`config.mk`:
```
export PLATFORM = sky130hd
export DESIGN_NAME = reg_file_ctrl_flat
export DESIGN_NICKNAME = d
export VERILOG_FILES = /design/src/rtl/reg_file_ctrl_if.sv /design/src/rtl/reg_file_ctrl.sv /design/src/flat_wrapper.sv
export SDC_FILE = /design/constraint.sdc
export NUM_CORES = 1
export LEC_CHECK = 0
export CORE_ASPECT_RATIO = 1.1
export CORE_MARGIN = 1.5
export CORE_UTILIZATION = 40
export DETAILED_ROUTE_END_ITERATION = 16
export PLACE_DENSITY = 0.69
export SLEW_MARGIN = 10
export SYNTH_ARGS = -nofsm -noshare
export SYNTH_HDL_FRONTEND = slang
export SYNTH_SLANG_ARGS = --single-unit
export TNS_END_PERCENT = 30
```
`constraint.sdc`:
```
create_clock -name CLK -period 3.95 [get_ports CLK]
set_input_delay 0.79 -clock CLK [delete_from_list [all_inputs] [get_ports CLK]]
set_output_delay 0.79 -clock CLK [all_outputs]
set_load 0.01 [all_outputs]
```
`src/rtl/reg_file_ctrl_if.sv`:
```
// ---------------------------------------------------------------------------
// reg_file_ctrl_if
//   Bundles every link that the register-file command controller talks over:
//   the byte stream arriving from the serial receiver, the register-file
//   access port, and the byte stream leaving for the serial transmitter.
//
//   Signals
//     rx_data   [7:0]             received byte, qualified by rx_valid
//     rx_valid                    one-cycle strobe per received byte
//     WrEn                        register-file write enable
//     RdEn                        register-file read enable
//     Address   [ADDR_WIDTH-1:0]  register-file address
//     WrData    [DATA_WIDTH-1:0]  register-file write data
//     RdData    [DATA_WIDTH-1:0]  register-file read data (valid edge after RdEn)
//     tx_data   [7:0]             byte offered to the transmitter
//     tx_valid                    tx_data valid, held until accepted
//     tx_ready                    transmitter accepts on tx_valid & tx_ready
//     err                         one-cycle protocol error pulse
//
//   Modports
//     master : the controller (drives register-file and transmitter side)
//     slave  : the environment (receiver, register file, transmitter)
// ---------------------------------------------------------------------------
interface reg_file_ctrl_if #(
  parameter int DATA_WIDTH = 16,
  parameter int ADDR_WIDTH = 3
);

  logic [7:0]            rx_data;
  logic                  rx_valid;
  logic                  WrEn;
  logic                  RdEn;
  logic [ADDR_WIDTH-1:0] Address;
  logic [DATA_WIDTH-1:0] WrData;
  logic [DATA_WIDTH-1:0] RdData;
  logic [7:0]            tx_data;
  logic                  tx_valid;
  logic                  tx_ready;
  logic                  err;

  // The controller consumes received bytes and read data, and produces
  // register-file commands, transmit bytes and the error pulse.
  modport master (
    input  rx_data,
    input  rx_valid,
    input  RdData,
    input  tx_ready,
    output WrEn,
    output RdEn,
    output Address,
    output WrData,
    output tx_data,
    output tx_valid,
    output err
  );

  // The surrounding logic sees the mirror image of the controller.
  modport slave (
    output rx_data,
    output rx_valid,
    output RdData,
    output tx_ready,
    input  WrEn,
    input  RdEn,
    input  Address,
    input  WrData,
    input  tx_data,
    input  tx_valid,
    input  err
  );

endinterface

```
`src/rtl/reg_file_ctrl.sv`:
```
// ---------------------------------------------------------------------------
// reg_file_ctrl
//   Turns a byte stream from the serial receiver into register-file
//   transactions and sends read results back to the serial transmitter.
//
//   Frames
//     write : WR_CMD, addr, NB data bytes (least significant byte first)
//     read  : RD_CMD, addr      -> NB bytes returned, LSB first
//
//   Ports
//     CLK   in   system clock, rising edge
//     RST   in   asynchronous reset, active-low
//     bus   master modport of reg_file_ctrl_if (rx link, register-file
//           port, tx link, err pulse)
//
//   Parameters
//     DATA_WIDTH  register width, multiple of 8 (NB = DATA_WIDTH/8)
//     ADDR_WIDTH  register address width, at most 8
//     WR_CMD      write opcode byte
//     RD_CMD      read opcode byte
//
//   Every output comes straight from a flop, so there is no combinational
//   path from rx/tx inputs to any output.
// ---------------------------------------------------------------------------
module reg_file_ctrl #(
  parameter int         DATA_WIDTH = 16,
  parameter int         ADDR_WIDTH = 3,
  parameter logic [7:0] WR_CMD     = 8'hAA,
  parameter logic [7:0] RD_CMD     = 8'hBB
) (
  input  logic            CLK,
  input  logic            RST,
  reg_file_ctrl_if.master bus
);

  localparam int NB    = DATA_WIDTH / 8;
  localparam int CNT_W = $clog2(NB) + 1;

  localparam logic [CNT_W-1:0] LAST_BYTE = CNT_W'(NB - 1);
  localparam logic [CNT_W-1:0] CNT_ONE   = CNT_W'(1);

  typedef enum logic [2:0] {
    IDLE,
    W_ADDR,
    W_DATA,
    WRITE,
    R_ADDR,
    READ,
    R_WAIT,
    TX
  } ctrlStateT;

  ctrlStateT             state;
  logic [CNT_W-1:0]      byteCnt;
  logic                  wrEnReg;
  logic                  rdEnReg;
  logic [ADDR_WIDTH-1:0] addrReg;
  logic [DATA_WIDTH-1:0] wrDataReg;
  logic [DATA_WIDTH-1:0] txShift;
  logic [7:0]            txDataReg;
  logic                  txValidReg;
  logic                  errReg;

  logic                  addrInRange;
  logic [DATA_WIDTH-1:0] txShiftNext;

  // An address byte is legal only when every bit above the register
  // address width is zero. Shifting rather than slicing keeps this valid
  // even when ADDR_WIDTH is the full byte.
  assign addrInRange = ((bus.rx_data >> ADDR_WIDTH) == 8'd0);

  // The transmit shift register moves one byte toward bit 0 each time the
  // transmitter takes a byte, so the next byte to offer is always the low
  // byte of the shifted value.
  assign txShiftNext = txShift >> 8;

  // Drive the interface from the registered copies only.
  assign bus.WrEn     = wrEnReg;
  assign bus.RdEn     = rdEnReg;
  assign bus.Address  = addrReg;
  assign bus.WrData   = wrDataReg;
  assign bus.tx_data  = txDataReg;
  assign bus.tx_valid = txValidReg;
  assign bus.err      = errReg;

  // Frame decoder and transaction sequencer. One transition per edge; a
  // received byte is consumed only on an edge where rx_valid is high.
  // The error flag defaults low every cycle so it can only ever pulse.
  // Bytes arriving while a command is executing or data is being sent
  // back are dropped with an error pulse and leave the sequence intact.
  // Address and WrData are deliberately never cleared between frames.
  always_ff @(posedge CLK or negedge RST) begin
    if (!RST) begin
      state      <= IDLE;
      byteCnt    <= '0;
      wrEnReg    <= 1'b0;
      rdEnReg    <= 1'b0;
      addrReg    <= '0;
      wrDataReg  <= '0;
      txShift    <= '0;
      txDataReg  <= '0;
      txValidReg <= 1'b0;
      errReg     <= 1'b0;
    end else begin
      errReg <= 1'b0;
      case (state)
        IDLE: begin
          if (bus.rx_valid) begin
            if (bus.rx_data == WR_CMD) begin
              state <= W_ADDR;
            end else if (bus.rx_data == RD_CMD) begin
              state <= R_ADDR;
            end else begin
              errReg <= 1'b1;
            end
          end
        end

        W_ADDR: begin
          if (bus.rx_valid) begin
            if (addrInRange) begin
              addrReg <= bus.rx_data[ADDR_WIDTH-1:0];
              byteCnt <= '0;
              state   <= W_DATA;
            end else begin
              errReg <= 1'b1;
              state  <= IDLE;
            end
          end
        end

        // Data bytes land in WrData least significant byte first; the
        // write strobe is raised together with the move into WRITE so it
        // is high for exactly that one cycle.
        W_DATA: begin
          if (bus.rx_valid) begin
            for (int k = 0; k < NB; k++) begin
              if (byteCnt == CNT_W'(k)) begin
                wrDataReg[8*k +: 8] <= bus.rx_data;
              end
            end
            if (byteCnt == LAST_BYTE) begin
              wrEnReg <= 1'b1;
              state   <= WRITE;
            end else begin
              byteCnt <= byteCnt + CNT_ONE;
            end
          end
        end

        WRITE: begin
          wrEnReg <= 1'b0;
          state   <= IDLE;
          if (bus.rx_valid) begin
            errReg <= 1'b1;
          end
        end

        R_ADDR: begin
          if (bus.rx_valid) begin
            if (addrInRange) begin
              addrReg <= bus.rx_data[ADDR_WIDTH-1:0];
              rdEnReg <= 1'b1;
              state   <= READ;
            end else begin
              errReg <= 1'b1;
              state  <= IDLE;
            end
          end
        end

        READ: begin
          rdEnReg <= 1'b0;
          state   <= R_WAIT;
          if (bus.rx_valid) begin
            errReg <= 1'b1;
          end
        end

        // The register file presents RdData one edge after RdEn, so it is
        // captured here and the first byte is offered straight away.
        R_WAIT: begin
          txShift    <= bus.RdData;
          txDataReg  <= bus.RdData[7:0];
          txValidReg <= 1'b1;
          byteCnt    <= '0;
          state      <= TX;
          if (bus.rx_valid) begin
            errReg <= 1'b1;
          end
        end

        // tx_data and tx_valid change only on an accepted byte, which
        // keeps them stable under backpressure.
        TX: begin
          if (bus.rx_valid) begin
            errReg <= 1'b1;
          end
          if (bus.tx_ready) begin
            if (byteCnt == LAST_BYTE) begin
              txValidReg <= 1'b0;
              state      <= IDLE;
            end else begin
              byteCnt   <= byteCnt + CNT_ONE;
              txShift   <= txShiftNext;
              txDataReg <= txShiftNext[7:0];
            end
          end
        end

        default: begin
          state <= IDLE;
        end
      endcase
    end
  end

endmodule

```
`src/flat_wrapper.sv`:
```
// flat-port wrapper written by rule: the top's interface ports become plain ports
module reg_file_ctrl_flat 
#(
  parameter int         DATA_WIDTH = 16,
  parameter int         ADDR_WIDTH = 3,
  parameter logic [7:0] WR_CMD     = 8'hAA,
  parameter logic [7:0] RD_CMD     = 8'hBB
)
  (CLK, RST, bus_rx_data, bus_rx_valid, bus_RdData, bus_tx_ready, bus_WrEn, bus_RdEn, bus_Address, bus_WrData, bus_tx_data, bus_tx_valid, bus_err);
  reg_file_ctrl_if #(.DATA_WIDTH(DATA_WIDTH), .ADDR_WIDTH(ADDR_WIDTH)) bus_i ();
  input  logic CLK;
  input  logic RST;
  input wire logic [$bits(bus_i.rx_data)-1:0] bus_rx_data;
  input wire logic [$bits(bus_i.rx_valid)-1:0] bus_rx_valid;
  input wire logic [$bits(bus_i.RdData)-1:0] bus_RdData;
  input wire logic [$bits(bus_i.tx_ready)-1:0] bus_tx_ready;
  output wire logic [$bits(bus_i.WrEn)-1:0] bus_WrEn;
  output wire logic [$bits(bus_i.RdEn)-1:0] bus_RdEn;
  output wire logic [$bits(bus_i.Address)-1:0] bus_Address;
  output wire logic [$bits(bus_i.WrData)-1:0] bus_WrData;
  output wire logic [$bits(bus_i.tx_data)-1:0] bus_tx_data;
  output wire logic [$bits(bus_i.tx_valid)-1:0] bus_tx_valid;
  output wire logic [$bits(bus_i.err)-1:0] bus_err;
  assign bus_i.rx_data = bus_rx_data;
  assign bus_i.rx_valid = bus_rx_valid;
  assign bus_i.RdData = bus_RdData;
  assign bus_i.tx_ready = bus_tx_ready;
  assign bus_WrEn = bus_i.WrEn;
  assign bus_RdEn = bus_i.RdEn;
  assign bus_Address = bus_i.Address;
  assign bus_WrData = bus_i.WrData;
  assign bus_tx_data = bus_i.tx_data;
  assign bus_tx_valid = bus_i.tx_valid;
  assign bus_err = bus_i.err;
  reg_file_ctrl #(.DATA_WIDTH(DATA_WIDTH), .ADDR_WIDTH(ADDR_WIDTH), .WR_CMD(WR_CMD), .RD_CMD(RD_CMD)) u_core (.CLK(CLK), .RST(RST), .bus(bus_i));
endmodule
```
Word-level counts from Yosys, hierarchy flattened
Cells that the tools add are included.
- register bits: 52
- input port bits: 28
- output and inout bits: 31
- logic and storage cells: 91
- $add $sub $neg: 1
- equality and inequality tests: 21
- muxes and demuxes: 40
- reductions and logical operators: 18
- operators by type and width (cell ; count):
    $mux W16 ; 2
    $pmux W16 S2 ; 1
    $mux W3 ; 10
    $pmux W3 S8 ; 1
    $reduce_and A3 Y1 ; 7
    $eq A8 B8 Y1 const B ; 2
    $mux W8 ; 2
    $pmux W8 S2 ; 1
    $eq A3 B3 Y1 const B ; 4
    $mux W1 ; 12
    $mux W2 ; 6
    $ne A2 B2 Y1 const B ; 6
    $logic_not A8 Y1 ; 1
    $ne A2 B1 Y1 const B ; 4
    $pmux W2 S4 ; 1
    $reduce_and A8 Y1 ; 1
    $eq A3 B2 Y1 const B ; 2
    $pmux W1 S2 ; 3
    $reduce_bool A2 Y1 ; 3
    $reduce_and A5 Y1 ; 1
    $reduce_bool A4 Y1 ; 1
    $reduce_or A4 Y1 ; 1
    $eq A3 B1 Y1 const B ; 1
    $logic_not A3 Y1 ; 1
    6 further kinds ; 6

Depth between registers and ports, before layout
- depth in word-level cells: 5
- depth in mapped cells: 7
- gate-level depth less buffers: 6

Worst setup path before layout
OpenSTA, ideal clock, no wires.
- kind: input to register
- from: input port bus_rx_data[4]
- to: register u_core.addrReg[0], in the netlist u_core.bus.Address[0]
- library setup time: 125 ps
- arrival time: 1684 ps
- data required time: 3825 ps
- setup slack: 2141 ps
- stages: 4
- path buffers: 0
- cells stage by stage: nor4_4 > and2_4 > nand3_4 > mux2_4
- cells in the longest elaborated chain, start to end: 2
- ends and longest elaborated chain (item ; line ; text):
    start: declaration ; flat_wrapper.sv:13 ; input wire logic [$bits(bus_i.rx_data)-1:0] bus_rx_data;
    $logic_not A8 Y1 ; reg_file_ctrl.sv:70 ; assign addrInRange = ((bus.rx_data >> ADDR_WIDTH) == 8'd0);
    $reduce_and A3 Y1 (no line) ; n/a ;
    end signal: assignment ; reg_file_ctrl.sv:122 ; addrReg <= bus.rx_data[ADDR_WIDTH-1:0];
    end signal: assignment ; reg_file_ctrl.sv:162 ; addrReg <= bus.rx_data[ADDR_WIDTH-1:0];
    end: declaration ; reg_file_ctrl.sv:57 ; logic [ADDR_WIDTH-1:0] addrReg;
Every way passes these cells.
A chain may end at the register's enable or synchronous reset.

Worst setup path in the final report
- from: input port bus_rx_data[4]
- to: register u_core.addrReg[2], in the netlist u_core.bus.Address[2]
The elaborated chain is that of the path after synthesis.

==> run_results.csv <==
group,metric,value,unit
timing,setup_viol,0,
route,routed_wirelength,4.28,mm
placement,placed_area,2650,sq um
yosys,synth_top_flop_cell,"dfrtp_1",
yosys,synth_mux_area_share,15.8,%
critical_path,cp.arrival,2380,ps
power_and_ir_drop,seqPwrFrac,44.5,%
yosys,ys_ff_latch,44,
power_and_ir_drop,swShare,31.5,%
floorplan,initial_core_util,41.8,%
yosys,async_flop_share,100,%
layout,fin_util,54.0,%
timing,rsz0062_at_grt,"no",
timing,final.setup.tns,0,ps
job,maxCapViolations,0,
route,wl_per_cell,15.1,um
yosys,syn_area_per_cell,12.0,sq um
clocking,h-tree-depth,2,
power_and_ir_drop,internal_power,1.05,mW
route,drcViolationCount,0,
power_and_ir_drop,peakVddDrop,0.355,mV
timing,relSlewSlack,35.0,%
power_and_ir_drop,comb_power_share,36.9,%
critical_path,crit_path_top_delay_cell,"clkdlybuf4s50_1",
clocking,cts_setup_buffers,0,
clocking,cts_root_buffer,"clkbuf_8",
placement,placedCellCount,275,
critical_path,crit_type,"input pin to flip-flop",
power_and_ir_drop,p_sw,0.485,mW
timing,worst_slack,1750,ps
timing,post-route-period-util,55.7,%
floorplan,die_y,79.3,um
critical_path,cp_max_fo,5,
min_path,min-delay-start,"u_core.bus.tx_data[6]",
yosys,yosys.area_share.simple,10.8,%
critical_path,cp_cell_sequence,"clkdlybuf4s50_1 > nor4_4 > and2_4 > nand3_4 > mux2_4",
yosys,synth_xor_area_share,1.65,%
route,dr.pass1.iters,4,
yosys,syn_inst,177,
placement,place_congestion,0.707,
clocking,clkTransAtPathRegs,80,ps
timing,worst_pin_slew,975,ps
yosys,synth_edf_count,0,
grt,grt_overflow_total,0,
yosys,netlist_area,2120,sq um
power_and_ir_drop,leakagePower,1.21,nW
yosys,ys_top_cells_by_count,"dfrtp_1, mux2_1, nand2_1",
yosys,synth_area_leader_cell,"dfrtp_1",
placement,dp_slack,1440,ps
floorplan,die_area,5740,sq um
yosys,synth_top_family_by_area,"multiplexers",
yosys,ys_seq_area_share,52.0,%
layout,diodes,0,
timing,hold_viol,0,
route,viasPerCell,5.20,
route,drtIter0Drc,85,
grt,grt_use_total,16.3,%
yosys,synthAdderAreaFrac,1.18,%
status,run_status,"completed",
critical_path,crit_path_max_incr_delay,530,ps
route,vias,1472,
layout,nets,254,
power_and_ir_drop,finalPower,1.54,mW
grt,antenna_found_initial,0,
floorplan,rows,27,
yosys,synth-warning-count,0,
clocking,cts_sinks,44,
critical_path,critPathLaunch,"bus_rx_data[4]",
yosys,synth_cell_types,41,
yosys,synth_compound_area_share,12.3,%
yosys,synth_area_leaders,"dfrtp_1, mux2_1, mux2i_1, buf_4, a22o_1",
timing,max_freq,454,MHz
floorplan,die_w,72.4,um
timing,finClkSkew,5.86,ps
clocking,numCtsBuffers,5,
power_and_ir_drop,clkPwrFrac,18.6,%
placement,portBuffers,58,
critical_path,endpoint,"u_core.bus.Address[2]",
clocking,clk_latency,290,ps
min_path,hp-class,"flip-flop to flip-flop",
clocking,hold_buffers,0,
placement,dp_hpwl,3.08,mm
yosys,synth.most_common_cell,"dfrtp_1",
floorplan,io_pins,59,
layout,final_cells,283,
critical_path,startpoint_type,"input pin",
timing,slew_viol_final,0,
clocking,clockBufferDepth,2,
layout,drive_above_1_share,8.00,%
critical_path,critPathCaptureType,"flip-flop",
grt,grt_max_degree,45,
floorplan,fp.coreArea,5070,sq um
critical_path,r2r-start,"u_core.state[1]",
critical_path,crit_required,4130,ps
layout,syn_to_final_growth,29.3,%
critical_path,worst_r2r_path_depth,4,
critical_path,rr_endpoint,"u_core.byteCnt[1]",
critical_path,rrSetupSlack,2000,ps
layout,final_area,2740,sq um
timing,period_minus_slack,2200,ps
route,postRouteAntennaNets,0,
clocking,ctsResizeCount,0,
timing,worst_hold_slack,486,ps
grt,grt_pass1_vias,1406,
yosys,synth_nets,207,
yosys,synth_top_area_share,52.0,%
clocking,cts_tree,"done",
power_and_ir_drop,p_per_area,562,nW/um^2
grt,grt_pass1_wl,7.13,mm
-- final cells by class --
type / count / area [sq um]
inverter: 4 / 15.0
tap: 58 / 72.6
sequential: 44 / 1100
fill: 442 / 2330
timing repair buffer: 58 / 576
multi-input combinational: 111 / 885
clock buffer: 8 / 90.1
-- routing by layer --
metal	vias up	share of wire, %	GRT usage, %	wire (um)
li1	717	-	-	-
met3	4	2.7	3.55	117
met2	27	48	24.8	2070
met1	724	47	22.4	2020
met4	0	1.8	6.79	76
met5	-	0	0	0
-- cells in the final DEF (no fill, tap or decap), types with 2 or more instances in the layout --
cell             count
nand2_1             13
dfrtp_1             44
o21bai_1             2
o21ai_0              4
nor2_1               4
xnor2_1              2
clkbuf_1             2
a31oi_1              2
mux2i_1             11
o2bb2ai_1            2
clkbuf_8             6
nand4_2              2
a22oi_1              2
o21ai_1             11
inv_1                3
mux2_1              16
mux2_4               3
nor2b_1              2
nor4_1               2
ha_1                 2
clkdlybuf4s50_1     57
a22o_1               8
nand3_1              4
xor2_1               2
-- kinds of logic after synthesis --
kind of cell    after synthesis
compound gates               38
buf+inv                      22
simple gates                 37
fa+ha+maj                     2
xor+xnor                      4
mux                          30
flops                        44
-- critical path: cells and delay by family --
| kind | cells | cell delay [ps] |
|---|---|---|
| mux | 1 | 320 |
| simple gates | 3 | 730 |
| buf+inv | 1 | 530 |
-- power by group through the flow --
stage / clock (mW) / combinational, mW / sequential [mW]
final: 0.286 / 0.568 / 0.685
after global routing: 0.320 / 0.616 / 0.706
after CTS: 0.296 / 0.578 / 0.685
after detailed placement: 0 / 0.575 / 0.695
after global placement: 0 / 0.562 / 0.694
after floorplan: 0 / 0.300 / 0.689
-- sequential cells by signal (all words and copies together), names as in the netlist --
register / count
u_core.bus.WrData: 16
u_core.txShift: 9
u_core.bus.tx_data: 7
u_core.bus.Address: 3
u_core.state: 3
u_core.byteCnt: 2
u_core.bus.RdEn: 1
u_core.bus.WrEn: 1
u_core.bus.err: 1
u_core.bus.tx_valid: 1
-- how the worst min path moves through the flow --
stage / to / slack, ps / depth (start not counted)
4_1_cts: u_core.txShift[7] / 490 / 2
6_report: u_core.bus.tx_data[6] / 490 / 2
3_3_place_gp: u_core.bus.tx_data[4] / 470 / 2
5_1_grt: u_core.bus.tx_data[1] / 500 / 2
3_5_place_dp: u_core.txShift[7] / 470 / 2
2_1_floorplan: u_core.bus.tx_data[0] / 460 / 2
No activity file was read; power rests on OpenSTA's default activity.
